File: config.mk
export PLATFORM = sky130hd
export DESIGN_NAME = vga_console_flat
export DESIGN_NICKNAME = d
export VERILOG_FILES = /design/src/rtl/vga_console_if.sv /design/src/rtl/vga_console.sv /design/src/flat_wrapper.sv
export SDC_FILE = /design/constraint.sdc
export NUM_CORES = 1
export LEC_CHECK = 0
export CAP_MARGIN = 40
export CORE_AREA = 2 2 127 129
export CTS_BUF_LIST = sky130_fd_sc_hd__clkbuf_8 sky130_fd_sc_hd__clkbuf_16
export CTS_CLUSTER_DIAMETER = 150
export DETAILED_ROUTE_END_ITERATION = 12
export DIE_AREA = 0 0 129 131
export GPL_TIMING_DRIVEN = 0
export PLACE_DENSITY = 0.49
export SLEW_MARGIN = 20
export SYNTH_ARGS = -nofsm -noshare
export SYNTH_HDL_FRONTEND = slang
export SYNTH_SLANG_ARGS = --single-unit
File: constraint.sdc
create_clock -name clk -period 6.4 [get_ports clk]
set_input_delay 0.96 -clock clk [delete_from_list [all_inputs] [get_ports clk]]
set_output_delay 0.96 -clock clk [all_outputs]
set_load 0.1 [all_outputs]
File: src/rtl/vga_console_if.sv
// Byte-stream input and text-buffer write port of the VGA console controller.
// The slave modport is the controller side; the master modport is the byte source / observer.
interface vga_console_if #(
   parameter int COLS = 160,
   parameter int ROWS = 128
);
   localparam int ADDR_WIDTH = $clog2(COLS*ROWS);
   localparam int CW         = (COLS > 1) ? $clog2(COLS) : 1;
   localparam int RW         = (ROWS > 1) ? $clog2(ROWS) : 1;

   logic                  in_valid;
   logic [7:0]            in_data;
   logic                  in_ready;
   logic                  wr_en;
   logic [ADDR_WIDTH-1:0] wr_addr;
   logic [7:0]            wr_data;
   logic                  busy;
   logic [CW-1:0]         cursor_col;
   logic [RW-1:0]         cursor_row;

   modport master (
      output in_valid, in_data,
      input  in_ready, wr_en, wr_addr, wr_data, busy, cursor_col, cursor_row
   );

   modport slave (
      input  in_valid, in_data,
      output in_ready, wr_en, wr_addr, wr_data, busy, cursor_col, cursor_row
   );
endinterface

File: src/rtl/vga_console.sv
// Character-stream console: turns bytes into text-buffer cell writes and cursor moves,
// and sweeps the whole screen with spaces after reset and on form feed.
module vga_console #(
   parameter int COLS       = 160,
   parameter int ROWS       = 128,
   parameter int ADDR_WIDTH = $clog2(COLS*ROWS)
) (
   input  logic           clk,
   input  logic           reset,
   vga_console_if.slave   bus
);
   localparam int CW = (COLS > 1) ? $clog2(COLS) : 1;
   localparam int RW = (ROWS > 1) ? $clog2(ROWS) : 1;

   localparam logic [ADDR_WIDTH-1:0] LAST_A = ADDR_WIDTH'(COLS*ROWS-1);
   localparam logic [ADDR_WIDTH-1:0] COLS_A = ADDR_WIDTH'(COLS);
   localparam logic [CW-1:0]         LAST_C = CW'(COLS-1);
   localparam logic [RW-1:0]         LAST_R = RW'(ROWS-1);

   typedef enum logic {CLEAR, IDLE} state_t;

   state_t                state_q;
   logic [ADDR_WIDTH-1:0] cnt_q;
   logic [ADDR_WIDTH-1:0] addr_q;
   logic [CW-1:0]         col_q;
   logic [RW-1:0]         row_q;
   logic                  wr_en_q;
   logic [ADDR_WIDTH-1:0] wr_addr_q;
   logic [7:0]            wr_data_q;
   logic [ADDR_WIDTH-1:0] line_base_d;

   // Start of the current line, derived from the linear address so no multiplier is needed.
   assign line_base_d = addr_q - ADDR_WIDTH'(col_q);

   always_ff @(posedge clk or posedge reset) begin
      if (reset) begin
         state_q   <= CLEAR;
         cnt_q     <= '0;
         addr_q    <= '0;
         col_q     <= '0;
         row_q     <= '0;
         wr_en_q   <= 1'b0;
         wr_addr_q <= '0;
         wr_data_q <= 8'h00;
      end else begin
         wr_en_q <= 1'b0;
         case (state_q)
            CLEAR: begin
               wr_en_q   <= 1'b1;
               wr_addr_q <= cnt_q;
               wr_data_q <= 8'h20;
               if (cnt_q == LAST_A) begin
                  state_q <= IDLE;
                  cnt_q   <= '0;
               end else begin
                  cnt_q <= cnt_q + ADDR_WIDTH'(1);
               end
            end
            IDLE: if (bus.in_valid) begin
               if (bus.in_data >= 8'h20 && bus.in_data <= 8'h7E) begin
                  wr_en_q   <= 1'b1;
                  wr_addr_q <= addr_q;
                  wr_data_q <= bus.in_data;
                  addr_q    <= (addr_q == LAST_A) ? '0 : addr_q + ADDR_WIDTH'(1);
                  if (col_q == LAST_C) begin
                     col_q <= '0;
                     row_q <= (row_q == LAST_R) ? '0 : row_q + RW'(1);
                  end else begin
                     col_q <= col_q + CW'(1);
                  end
               end else begin
                  case (bus.in_data)
                     8'h0A: begin
                        col_q  <= '0;
                        row_q  <= (row_q == LAST_R) ? '0 : row_q + RW'(1);
                        addr_q <= (row_q == LAST_R) ? '0 : line_base_d + COLS_A;
                     end
                     8'h0D: begin
                        col_q  <= '0;
                        addr_q <= line_base_d;
                     end
                     8'h08: if (col_q != '0) begin
                        col_q     <= col_q - CW'(1);
                        addr_q    <= addr_q - ADDR_WIDTH'(1);
                        wr_en_q   <= 1'b1;
                        wr_addr_q <= addr_q - ADDR_WIDTH'(1);
                        wr_data_q <= 8'h20;
                     end
                     8'h0C: begin
                        state_q <= CLEAR;
                        cnt_q   <= '0;
                        col_q   <= '0;
                        row_q   <= '0;
                        addr_q  <= '0;
                     end
                     default: ;
                  endcase
               end
            end
         endcase
      end
   end

   assign bus.in_ready   = (state_q == IDLE);
   assign bus.busy       = (state_q == CLEAR);
   assign bus.wr_en      = wr_en_q;
   assign bus.wr_addr    = wr_addr_q;
   assign bus.wr_data    = wr_data_q;
   assign bus.cursor_col = col_q;
   assign bus.cursor_row = row_q;
endmodule

File: src/flat_wrapper.sv
// flat-port wrapper written by rule: the top's interface ports become plain ports
module vga_console_flat 
#(
   parameter int COLS       = 160,
   parameter int ROWS       = 128,
   parameter int ADDR_WIDTH = $clog2(COLS*ROWS)
)
  (clk, reset, bus_in_valid, bus_in_data, bus_in_ready, bus_wr_en, bus_wr_addr, bus_wr_data, bus_busy, bus_cursor_col, bus_cursor_row);
  vga_console_if #(.COLS(COLS), .ROWS(ROWS)) bus_i ();
  input  logic clk;
  input  logic reset;
  input wire logic [$bits(bus_i.in_valid)-1:0] bus_in_valid;
  input wire logic [$bits(bus_i.in_data)-1:0] bus_in_data;
  output wire logic [$bits(bus_i.in_ready)-1:0] bus_in_ready;
  output wire logic [$bits(bus_i.wr_en)-1:0] bus_wr_en;
  output wire logic [$bits(bus_i.wr_addr)-1:0] bus_wr_addr;
  output wire logic [$bits(bus_i.wr_data)-1:0] bus_wr_data;
  output wire logic [$bits(bus_i.busy)-1:0] bus_busy;
  output wire logic [$bits(bus_i.cursor_col)-1:0] bus_cursor_col;
  output wire logic [$bits(bus_i.cursor_row)-1:0] bus_cursor_row;
  assign bus_i.in_valid = bus_in_valid;
  assign bus_i.in_data = bus_in_data;
  assign bus_in_ready = bus_i.in_ready;
  assign bus_wr_en = bus_i.wr_en;
  assign bus_wr_addr = bus_i.wr_addr;
  assign bus_wr_data = bus_i.wr_data;
  assign bus_busy = bus_i.busy;
  assign bus_cursor_col = bus_i.cursor_col;
  assign bus_cursor_row = bus_i.cursor_row;
  vga_console #(.COLS(COLS), .ROWS(ROWS), .ADDR_WIDTH(ADDR_WIDTH)) u_core (.clk(clk), .reset(reset), .bus(bus_i));
endmodule
* Word level (Yosys, flattened, before mapping)
Index checks and enable logic that the tools add are counted.
** Word-level totals
- Output and inout port bits :: 41
- Bits in registers :: 70
- Input bits :: 11
** Operators by class
- Muxes and demuxes :: 37
- Magnitude comparators :: 2
- Reductions and logical operators :: 11
- Bitwise logic cells :: 1
- Equal/unequal tests :: 15
- Add/subtract/negate cells :: 8
** Operator list (number)
- 2-to-1 mux 15 bit :: 11
- case mux 15 bit (2 select lines) :: 2
- case mux 15 bit (4 select lines) :: 1
- 2-to-1 mux 8 bit :: 7
- equality test 8 x 4 -> 1 bit (second input constant) :: 4
- case mux 8 bit (2 select lines) :: 2
- adder 15 x 1 -> 15 bit (second input constant) :: 2
- equality test 15 bit (second input constant) :: 2
- 2-to-1 mux 7 bit :: 3
- adder 15 x 8 -> 15 bit (second input constant) :: 1
- subtractor 15 x 1 -> 15 bit (second input constant) :: 1
- subtractor 15 x 8 -> 15 bit :: 1
- case mux 7 bit (2 select lines) :: 1
- AND reduction 4 bit :: 3
- adder 8 x 1 -> 8 bit (second input constant) :: 1
- equality test 8 bit (second input constant) :: 1
- greater-or-equal comparator 8 x 6 -> 1 bit (second input constant) :: 1
- <= comparator 8 x 7 -> 1 bit (second input constant) :: 1
- 2-to-1 mux 1 bit :: 8
- != test 2 bit (second input constant) :: 4
- nonzero test 8 bit :: 1
- subtractor 8 x 1 -> 8 bit (second input constant) :: 1
- adder 7 x 1 -> 7 bit (second input constant) :: 1
- equality test 7 bit (second input constant) :: 1
- other kinds (9) :: 13

* Longest topological paths before layout
Gate-level depths: netlist of the first run.
- Word-level depth :: 6
- Mapped depth :: 13

* Worst setup path after synthesis of the first run
Ideal clock, no wire load.
- Path type :: register -> register
- From :: register u_core.col_q[4] (netlist: u_core.bus.cursor_col[4])
- To :: register u_core.addr_q[13]
- Setup slack :: 2675 ps
- Setup time :: 126 ps
- Buffers on the path :: 1
- Arrival time :: 3598 ps
- Period minus slack after synthesis :: 3725 ps
- Stages on the path, launching flop included :: 14
- Data required time :: 6274 ps
- Cell sequence :: dfrtp_1 > clkbuf_1 > inv_1 > ha_1 > a21o_1 > a21oi_1 > nand2_1 > xor2_2 > ha_1 > and4b_1 > a211oi_2 > and4bb_1 > mux2i_1 > a21oi_1
** On the way
- Cells in the longest elaborated chain, start to end :: 5
** RTL lines
- start: declaration :: line vga_console.sv:25 : logic [CW-1:0] col_q;
- start signal: assignment :: line vga_console.sv:69 : col_q <= col_q + CW'(1);
- start signal: assignment :: line vga_console.sv:83 : col_q <= col_q - CW'(1);
- subtractor 15 x 8 -> 15 bit :: line vga_console.sv:33 : assign line_base_d = addr_q - ADDR_WIDTH'(col_q);
- adder 15 x 8 -> 15 bit :: line vga_console.sv:76 : addr_q <= (row_q == LAST_R) ? '0 : line_base_d + COLS_A;
- 2-to-1 mux 15 bit :: line vga_console.sv:76
- case mux 15 bit (4 select lines) :: line vga_console.sv:72 : case (bus.in_data)
- 2-to-1 mux 15 bit :: line vga_console.sv:60 : if (bus.in_data >= 8'h20 && bus.in_data <= 8'h7E) begin
- end signal: assignment :: line vga_console.sv:64 : addr_q <= (addr_q == LAST_A) ? '0 : addr_q + ADDR_WIDTH'(1);
- end signal: assignment :: line vga_console.sv:76
- end signal: assignment :: line vga_console.sv:80 : addr_q <= line_base_d;
- end: declaration :: line vga_console.sv:24 : logic [ADDR_WIDTH-1:0] addr_q;
Parallel ways exist; a longest one is shown, timed or not.
A chain may end at the register's enable or synchronous reset.

* Worst setup path after layout of the first run
- From :: input port bus_in_data[6]
- To :: register u_core.addr_q[11]
** On the way
- Cells in the longest elaborated chain, start to end :: 4
** RTL lines
- start: declaration :: line flat_wrapper.sv:13 : input wire logic [$bits(bus_i.in_data)-1:0] bus_in_data;
- greater-or-equal comparator 8 x 6 -> 1 bit / <= comparator 8 x 7 -> 1 bit (equally long branches) :: line vga_console.sv:60
- logical AND 1 bit :: line vga_console.sv:60
- != test 3 x 1 -> 1 bit (no source line) / nonzero test 5 bit (equally long branches)
- AND reduction 4 bit (no source line)
Parallel ways exist; a longest one is shown, timed or not.

==> results_dict.tcl, run 1 <==
set metrics [dict create \
    yosysUniqueCellTypes 77 \
    fp.dieW_um 129 \
    cp-end-kind "flop" \
    async_flop_share_pct 100 \
    path_max_fanout 10 \
    place_hpwl_um 13400 \
    r2r_cells 13 \
    synth.avg_cell_area_um2 8.00 \
    yosys_warnings 0 \
    grt_pass1_vias 5285 \
    dr.pass1.iters 6 \
    ant_nets 0 \
    nets 799 \
    ir_worst_vdd_mv 0.378 \
    syn_nets 695 \
    tightest_slew_ns 0.949 \
    clkPwrFrac_pct 12.6 \
    syn_to_final_growth_pct 32.3 \
    final_common_cell "o21ai_0" \
    gr-total-overflow 0 \
    intPower_w 0.00196 \
    fp-row-count 46 \
    drc 0 \
    cp_data_required_time_ns 6.65 \
    hold_class "flop to flop" \
    die-area_um2 16900 \
    r2r_setup_slack_ns 2.71 \
    use_met1_pct 31.3 \
    p_sw_w 0.00213 \
    status "complete, no violations" \
    period_share_pct 59.5 \
    cts_tree "done" \
    gr-usage-met3_pct 2.52 \
    chipHeight_um 131 \
    rr_endpoint "u_core.addr_q[11]" \
    place_ws_ns 2.32 \
    hold_path_end "u_core.bus.wr_data[6]" \
    synth-edff-count 0 \
    postCtsSetupBuffers 0 \
    antenna_found_initial 0 \
    rsz0062_at_grt "false" \
    cts_max_level 3 \
    cts_root_buffer "clkbuf_16" \
    pin_count 52 \
    holdBufCountCts 0 \
    fin_ws_ns 2.59 \
    netlist_area_um2 5340 \
    p_per_area_nw_per_um2 579 \
    cpMaxStageDelayCell "nor2_1" \
    wl_per_cell_um 18.2 \
    clk_pin_slew_worst_paths_ns 0.06 \
    hp-start "u_core.bus.wr_data[6]" \
    max_clock_freq_ghz 0.263 \
    switching_share_pct 52.1 \
    crit_path_cell_trace "clkdlybuf4s50_1 -> nor4b_2 -> nand2_1 -> o21ai_1 -> nor2_1 -> nor2_1 -> buf_2 -> o21ai_0 -> o211ai_1" \
    portBuffers 50 \
    layout-drive-gt1-share_pct 12.5 \
    cts_sinks 70 \
    final_cell_mix "80 x o21ai_0, 76 x nand2_1, 70 x dfrtp_1, 65 x nor2_1, 50 x clkdlybuf4s50_1" \
    setup_violations 0 \
    p_comb_share_pct 68.7 \
    hold_path_depth 2 \
    top_usage_layer "met2" \
    hold_violations 0 \
    rr_startpoint "u_core.addr_q[0]" \
    startpoint_type "input port" \
    total_power_w 0.00409 \
    via_count 5444 \
    syn-instance-count 667 \
    fin_tns_setup_ns 0 \
    grt_util_met2_pct 35.7 \
    power.sequential.fraction_pct 18.7 \
    ys_seq_area_share_pct 32.8 \
    drv_cap 0 \
    ys_seq_elements 70 \
    maxSlewViolCount 0 \
    first_iter_violations 438 \
    slowest_delay_ns 0.65 \
    yosys_most_used_dff "dfrtp_1" \
    grt_max_degree 49 \
    clockBufferDepth 2 \
    cts.repair.resized 0 \
    skew_ns 0.0103 \
    grt_use_total_pct 22.3 \
    cp.arrival_ns 4.06 \
    core-area_um2 15600 \
    vias_per_cell 5.49 \
    postRouteWirelength_um 18000 \
    initial_core_util_pct 34.2 \
    clock_latency_ns 0.35 \
    place_congestion 0.872 \
    cts_made_buffers 9 \
    crit_top_cell "nor2_1" \
    power_leakage_nw 2.84 \
    grt_pass1_wl_um 28800 \
    layout_min_cycle_time_ns 3.81 \
    critical_path_class "input port to flop" \
    relSlewSlack_pct 36.7 \
    num_antenna_cells 0 \
]
-- logic make-up after synthesis --
kind of cell             count (synthesis)  synth area share, %
AND/OR/NAND/NOR                        253                 23.9
flip-flops                              70                 32.8
adder cells (fa/ha/maj)                 17                 4.13
buffers and inverters                   66                 4.78
XOR/XNOR                                38                 6.38
AO/OA/AOI/OAI                          207                 24.7
multiplexers                            16                 3.28
-- cell type report --
| cell class | instances | area [µm²] |
|---|---|---|
| multi-input combinational | 531 | 3330 |
| sequential | 70 | 1750 |
| buffer | 43 | 169 |
| fill | 1541 | 8540 |
| tap | 216 | 270 |
| inverter | 23 | 88.8 |
| clock buffer | 10 | 239 |
| clock inverter | 5 | 51.3 |
| timing repair buffer | 93 | 1160 |
-- registers in the layout, summed over array words and instances, names as in the netlist --
register / count
u_core.bus.wr_addr: 15
u_core.bus.cursor_col: 8
u_core.cnt_q: 15
u_core.bus.wr_data: 8
u_core.bus.wr_en: 1
u_core.addr_q: 15
u_core.bus.in_ready: 1
u_core.bus.cursor_row: 7
-- per-layer routing --
metal,wire [µm],vias up
met5,0,-
met4,359,0
met3,776,24
met2,8330,157
met1,8540,2632
li1,-,2631
-- synthesized netlist by cell type (all sizes together) (2+ instances only) --
library cell / count / share of area [%]
a22oi: 4 / 0.56
nand2: 76 / 5.3
inv: 22 / 1.5
mux2: 12 / 2.5
a2bb2oi: 2 / 0.33
a22o: 4 / 0.66
a221oi: 8 / 1.4
o21ai: 81 / 7.6
o221ai: 4 / 0.66
or4: 2 / 0.35
nand3: 18 / 1.7
nor2b: 5 / 0.59
nor4: 7 / 1.2
mux2i: 4 / 0.75
dfrtp: 70 / 33
a32oi: 4 / 0.66
nor2: 65 / 4.6
nor4b: 2 / 0.45
a211oi: 6 / 1.2
nand3b: 2 / 0.28
nor3: 24 / 2.4
o211ai: 4 / 0.66
o311ai: 2 / 0.47
xor2: 14 / 2.4
o22ai: 12 / 1.4
a31oi: 8 / 0.94
nand2b: 5 / 0.73
or3: 6 / 0.70
and3: 17 / 2.1
buf: 7 / 0.63
a21o: 5 / 0.70
a21oi: 44 / 4.3
and4: 3 / 0.49
or2: 2 / 0.28
clkbuf: 36 / 2.5
xnor2: 24 / 3.9
ha: 16 / 3.8
o31a: 2 / 0.33
and2: 6 / 0.70
nand4: 6 / 0.70
o31ai: 5 / 0.70
nor3b: 4 / 0.66
-- worst max path at each step --
stage	from	to	slack, ns	cells after the start
floorplan	u_core.bus.cursor_col[4]	u_core.addr_q[13]	2.68	13
global placement	reset	u_core.addr_q[11]	2.21	2
detailed placement	bus_in_data[5]	u_core.addr_q[11]	2.32	9
CTS	bus_in_data[5]	u_core.addr_q[11]	2.67	9
global route	bus_in_data[5]	u_core.addr_q[11]	2.40	9
finish	bus_in_data[6]	u_core.addr_q[11]	2.59	9
-- stage by stage --
stage,instance area (µm²),util [%],hold slack [ns],cells
3_5_place_dp,6760,43.4,0.498,975
5_1_grt,7060,45.3,0.532,991
2_1_floorplan,5340,-,0.474,667
4_1_cts,7050,45.2,0.518,990
6_report,7060,45.3,0.512,991
3_3_place_gp,6110,39.1,0.495,933
-- power by group through the flow --
stage	Clock [W]	Combinational (W)	Sequential [W]
after floorplan	0	0.00134	0.00133
after global placement	0	0.00247	0.000767
after detailed placement	0	0.00278	0.000766
after CTS	0.000526	0.00279	0.000760
after global routing	0.000543	0.00303	0.000789
final	0.000516	0.00281	0.000764
-- worst max-delay path: cells and delay by family --
kind | cells | cell delay (ns)
AO/OA/AOI/OAI | 3 | 0.83
buffers and inverters | 2 | 0.92
AND/OR/NAND/NOR | 4 | 1.33
Power figures use the tool's default switching activity.
==> run 2: changes to the inputs <==
clock period = 3.94 ns   (was 6.4 ns; I/O delays follow)
==> run 2 against run 1 <==
Via count about the same. Critical path depth up 4. Final cell count down 0.10%. Clock skew down 0.0019 ns. Utilization about the same. Die area unchanged. Critical endpoint unchanged.
==> results_dict.tcl, run 2 (synthesis gave the netlist of run 1 again) <==
set metrics [dict create \
    status "complete, no violations" \
    place_congestion 0.872 \
    vias_per_cell 5.50 \
    fin_tns_setup_ns 0 \
    cpMaxStageDelayCell "dfrtp_1" \
    rr_endpoint "u_core.addr_q[11]" \
    critical_path.top_delay_family "adder cells" \
    final_cell_mix "80 x o21ai_0, 76 x nand2_1, 70 x dfrtp_1, 65 x nor2_1, 50 x clkdlybuf4s50_1" \
    cts_tree "done" \
    core-area_um2 15600 \
    pin_count 52 \
    path_max_fanout 5 \
    final_common_cell "o21ai_0" \
    crit_top_cell "ha_1" \
    skew_ns 0.00844 \
    rr_startpoint "u_core.addr_q[0]" \
    nets 798 \
    first_iter_violations 427 \
    grt_use_total_pct 22.3 \
    rsz0062_at_grt "false" \
    place_ws_ns 0.232 \
    crit_buf_inv 1 \
    r2r_setup_slack_ns 0.31 \
    cp.arrival_ns 3.84 \
    postCtsSetupBuffers 0 \
    critical_path_class "flop to flop" \
    tightest_slew_ns 0.979 \
    antenna_found_initial 0 \
    grt_pass1_wl_um 28800 \
    gr-total-overflow 0 \
    initial_core_util_pct 34.2 \
    wl_per_cell_um 18.1 \
    cts_sinks 70 \
    ant_nets 0 \
    clk_pin_slew_worst_paths_ns 0.06 \
    setup_violations 0 \
    cp-end-kind "flop" \
    layout-drive-gt1-share_pct 12.5 \
    fp-row-count 46 \
    syn_to_final_growth_pct 32.4 \
    grt_max_degree 49 \
    hold_path_depth 2 \
    final.fill_count 1540 \
    fp.dieW_um 129 \
    chipHeight_um 131 \
    p_per_area_nw_per_um2 943 \
    via_count 5449 \
    relSlewSlack_pct 34.7 \
    postRouteWirelength_um 18000 \
    maxSlewViolCount 0 \
    dr.pass1.iters 6 \
    cts_max_level 3 \
    fin_ws_ns 0.305 \
    r2r_cells 13 \
    drc 0 \
    cts_made_buffers 9 \
    hp-start "u_core.bus.wr_data[6]" \
    layout_min_cycle_time_ns 3.63 \
    slowest_delay_ns 0.44 \
    power_leakage_nw 2.84 \
    hold_class "flop to flop" \
    holdBufCountCts 0 \
    drv_cap 0 \
    ir_worst_vdd_mv 0.616 \
    die-area_um2 16900 \
    portBuffers 50 \
    clockBufferDepth 2 \
    crit_path_cell_trace "inv_1 -> ha_1 -> fa_1 -> nor2b_1 -> o2111ai_1 -> nand2_1 -> xor2_2 -> ha_1 -> and4b_1 -> a211oi_4 -> mux2i_1 -> xnor2_1 -> o211ai_1" \
    startpoint_type "flop" \
    cts_root_buffer "clkbuf_16" \
    hold_path_end "u_core.bus.wr_data[6]" \
    hold_violations 0 \
    cp_data_required_time_ns 4.15 \
    period_share_pct 92.2 \
    grt_pass1_vias 5285 \
    place_hpwl_um 13400 \
    max_clock_freq_ghz 0.275 \
    clock_latency_ns 0.34 \
    num_antenna_cells 0 \
]
==> run 2: cell types whose count changed in the layout (fill, tap and decap cells not counted) <==
cell	before	now
a211oi_2	1	0
a211oi_4	1	2
clkbuf_1	36	35
==> run 2: worst max path at each step <==
stage / depth (start not counted) / slack, ns / from / endpoint
floorplan: 13 / 0.22 / u_core.bus.cursor_col[4] / u_core.addr_q[13]
global placement: 2 / 0.12 / reset / u_core.addr_q[11]
detailed placement: 9 / 0.23 / bus_in_data[5] / u_core.addr_q[11]
CTS: 13 / 0.27 / u_core.addr_q[0] / u_core.addr_q[13]
global route: 13 / 0.03 / u_core.addr_q[0] / u_core.addr_q[11]
finish: 13 / 0.31 / u_core.addr_q[0] / u_core.addr_q[11]
==> run 2: what timing repair did <==
| action | 4_1_cts | 5_1_grt |
|---|---|---|
| hold endpoints to repair | 0 | 0 |
| endpoints found under the setup margin | 0 | 3 |
| resized for setup | 0 | 1 |
==> run 2: metrics by stage <==
stage               std cells  total power (W)  util, %  hold slack, ns  cell area [µm²]
CTS                       990          0.00662     45.2           0.518             7050
global placement          933          0.00526     39.1           0.495             6110
detailed placement        975          0.00576     43.4           0.498             6760
finish                    990          0.00666     45.3           0.512             7060
global route              990          0.00711     45.3           0.532             7060
floorplan                 667          0.00433        -           0.474             5340
==> run 2: worst register-to-register path, cell delays in order, from the launching register on <==
cell	delay, ns
dfrtp_1	0.44
inv_1	0.16
ha_1	0.25
fa_1	0.44
nor2b_1	0.19
o2111ai_1	0.19
nand2_1	0.19
xor2_2	0.29
ha_1	0.26
and4b_1	0.25
a211oi_4	0.30
mux2i_1	0.29
xnor2_1	0.15
o211ai_1	0.11
==> run 2: cell type report <==
class | instances | area [µm²] | share of cell area, %
buffer | 42 | 165 | 2.34
clock buffer | 10 | 239 | 3.38
clock inverter | 5 | 51.3 | 0.726
inverter | 23 | 88.8 | 1.26
multi-input combinational | 531 | 3340 | 47.2
sequential | 70 | 1750 | 24.8
tap | 216 | 270 | 3.83
timing repair buffer | 93 | 1160 | 16.4
==> run 2: per-layer routing <==
layer / track usage (%) / share of wire [%] / up-vias
met2: 35.7 / 47 / 178
met1: 31.3 / 46 / 2626
met5: 0 / 0 / -
met4: 7.99 / 1.9 / 0
li1: - / - / 2622
met3: 2.52 / 5.4 / 23
==> run 2: power breakdown <==
group | internal [W] | leakage [nW] | total [W] | switching, W
clock | 0.000500 | 0.146 | 0.000837 | 0.000338
combinational | 0.00172 | 1.81 | 0.00457 | 0.00286
sequential | 0.000973 | 0.879 | 0.00125 | 0.000278
==> run 3: changes to the inputs <==
PLACE_DENSITY = 0.51   (was 0.49)
clock period = 3.2 ns   (was 3.94 ns; I/O delays follow)
==> run 3 against run 2 <==
Sequential power increased by 22%. Fmax increased by 18%. Combinational power increased by 37%. Clock skew increased by 0.0068 ns. Global-route usage decreased by 0.69 points. Sequential cell count unchanged. First-iteration DRC count increased by 7.0%. Non-clock buffer count increased by 12. Critical endpoint unchanged.
==> results_dict.tcl, run 3 (synthesis gave the netlist of run 1 again) <==
set metrics [dict create \
    final.fill_count 1513 \
    period_share_pct 96.5 \
    clk_pin_slew_worst_paths_ns 0.07 \
    fin_util_pct 47.1 \
    total_power_w 0.00889 \
    fin_ws_ns 0.111 \
    grt_use_total_pct 21.6 \
    layout_min_cycle_time_ns 3.09 \
    crit_buf_inv 1 \
    first_iter_violations 457 \
    ant_nets 0 \
    nets 810 \
    cpMaxStageDelayCell "fa_2" \
    critical_path.top_delay_family "adder cells" \
    rr_endpoint "u_core.addr_q[11]" \
    antenna_found_initial 0 \
    fp-row-count 46 \
    drv_cap 0 \
    place_congestion 0.878 \
    layout-drive-gt1-share_pct 18.0 \
    num_antenna_cells 0 \
    power.sequential.fraction_pct 17.3 \
    power_leakage_nw 2.94 \
    startpoint_type "flop" \
    cp-end-kind "flop" \
    pin_count 52 \
    fp.dieW_um 129 \
    p_comb_share_pct 70.3 \
    rsz0062_at_grt "true" \
    cts_made_buffers 9 \
    crit_top_cell "ha_4" \
    max_clock_freq_ghz 0.324 \
    place_ws_ns -0.419 \
    skew_ns 0.0153 \
    dr.pass1.iters 5 \
    tightest_slew_ns 0.960 \
    cts_tree "done" \
    final_cell_mix "80 x o21ai_0, 75 x nand2_1, 64 x nor2_1, 62 x dfrtp_1, 50 x clkdlybuf4s50_1" \
    r2r_setup_slack_ns 0.11 \
    die-area_um2 16900 \
    gr-total-overflow 0 \
    critical_path_class "flop to flop" \
    drc 0 \
    ir_worst_vdd_mv 0.771 \
    r2r_cells 13 \
    clock_latency_ns 0.35 \
    hold_class "input port to asynchronous set/reset pin" \
    core-area_um2 15600 \
    p_sw_w 0.00444 \
    vias_per_cell 5.54 \
    cts_max_level 3 \
    cts_root_buffer "clkbuf_16" \
    status "complete, no violations" \
    dp.cells 975 \
    p_per_area_nw_per_um2 1210 \
    multi_input_area_um2 3470 \
    worst-path-stages 13 \
    maxSlewViolCount 0 \
    cp_data_required_time_ns 3.41 \
    clkPwrFrac_pct 12.4 \
    rr_startpoint "u_core.addr_q[0]" \
    chipHeight_um 131 \
    wl_per_cell_um 17.9 \
    via_count 5559 \
    grt_pass1_vias 5276 \
    regArea_um2 1760 \
    crit_path_cell_trace "inv_2 -> ha_4 -> fa_2 -> nor2b_4 -> o2111ai_4 -> nand2_2 -> xor2_4 -> ha_4 -> and4b_2 -> a211oi_4 -> mux2i_1 -> xnor2_1 -> o211ai_1" \
    hold_violations 0 \
    initial_core_util_pct 34.2 \
    cts_sinks 70 \
    grt_pass1_wl_um 28400 \
    slowest_delay_ns 0.40 \
    grt_max_degree 54 \
    relSlewSlack_pct 36.0 \
    path_max_fanout 4 \
    setup_violations 0 \
    syn_to_final_growth_pct 37.7 \
    final_common_cell "o21ai_0" \
    stdcell_count 1003 \
    portBuffers 50 \
    switching_share_pct 50.0 \
    intPower_w 0.00444 \
    cp.arrival_ns 3.30 \
    postRouteWirelength_um 17900 \
    place_hpwl_um 13300 \
    clockBufferDepth 2 \
]
## run 3: cell types whose count changed in the layout (fill, tap and decap cells not counted), moves of 4 or more
cell,change
buf_4,+11
clkbuf_1,-4
dfrtp_1,-8
dfrtp_2,+8
ha_1,-5
ha_4,+5
## run 3: what timing repair did
action                     in CTS  in global routing
gates cloned                    0                  0
hold buffers                    0                  0
gates resized for setup         6                 12
setup endpoints to repair       9                 25
buffers inserted                0                 11
pin swaps                       0                  7
## run 3: area by class of cell
cell class | count | share of cell area (%)
plain buffers | 43 | 2.76
clock buffers | 9 | 3.07
clock inverters | 7 | 1.24
inverters | 23 | 1.24
multi-input cells | 531 | 47.3
flip-flops and latches | 70 | 24.0
well taps | 216 | 3.68
repair buffers | 104 | 16.8
## run 3: power groups by stage
stage	logic [W]	registers, W	clock network [W]
floorplan	0.00284	0.00267	0
finish	0.00625	0.00153	0.00111
detailed placement	0.00570	0.00155	0
CTS	0.00581	0.00154	0.00112
global route	0.00669	0.00158	0.00116
global placement	0.00509	0.00155	0
## run 3: metal layers
| metal | vias to the layer above | GRT usage, % | share of wire [%] |
|---|---|---|---|
| met5 | - | 0 | 0 |
| met4 | 0 | 9.02 | 2.0 |
| met3 | 36 | 1.79 | 5.1 |
| met2 | 195 | 34.6 | 46 |
| met1 | 2668 | 30.2 | 46 |
| li1 | 2660 | - | - |
## run 3: how the worst max path moves through the flow
stage | start | end
finish | u_core.addr_q[0] | u_core.addr_q[11]
global placement | reset | u_core.bus.cursor_col[5]
detailed placement | bus_in_data[5] | u_core.addr_q[11]
CTS | u_core.addr_q[0] | u_core.addr_q[11]
global route | u_core.addr_q[0] | u_core.addr_q[13]
floorplan | u_core.bus.cursor_col[4] | u_core.addr_q[13]
## run 3: stage by stage
| step | area, µm² | hold WS, ns | TNS [ns] |
|---|---|---|---|
| CTS | 7200 | 0.434 | -0.00659 |
| global route | 7340 | 0.454 | -0.0240 |
| finish | 7340 | 0.423 | 0 |
| global placement | 6220 | 0.497 | -40.85 |
| detailed placement | 6860 | 0.505 | -8.38 |
| floorplan | 5450 | 0.474 | 0 |
## run 3: worst register-to-register path, delay by kind of cell (launching register included)
kind / cells / cell delay (ns)
mux: 1 / 0.29
flops: 1 / 0.37
xor+xnor: 2 / 0.37
compound gates: 3 / 0.53
buf+inv: 1 / 0.08
simple gates: 3 / 0.58
fa+ha+maj: 3 / 0.75
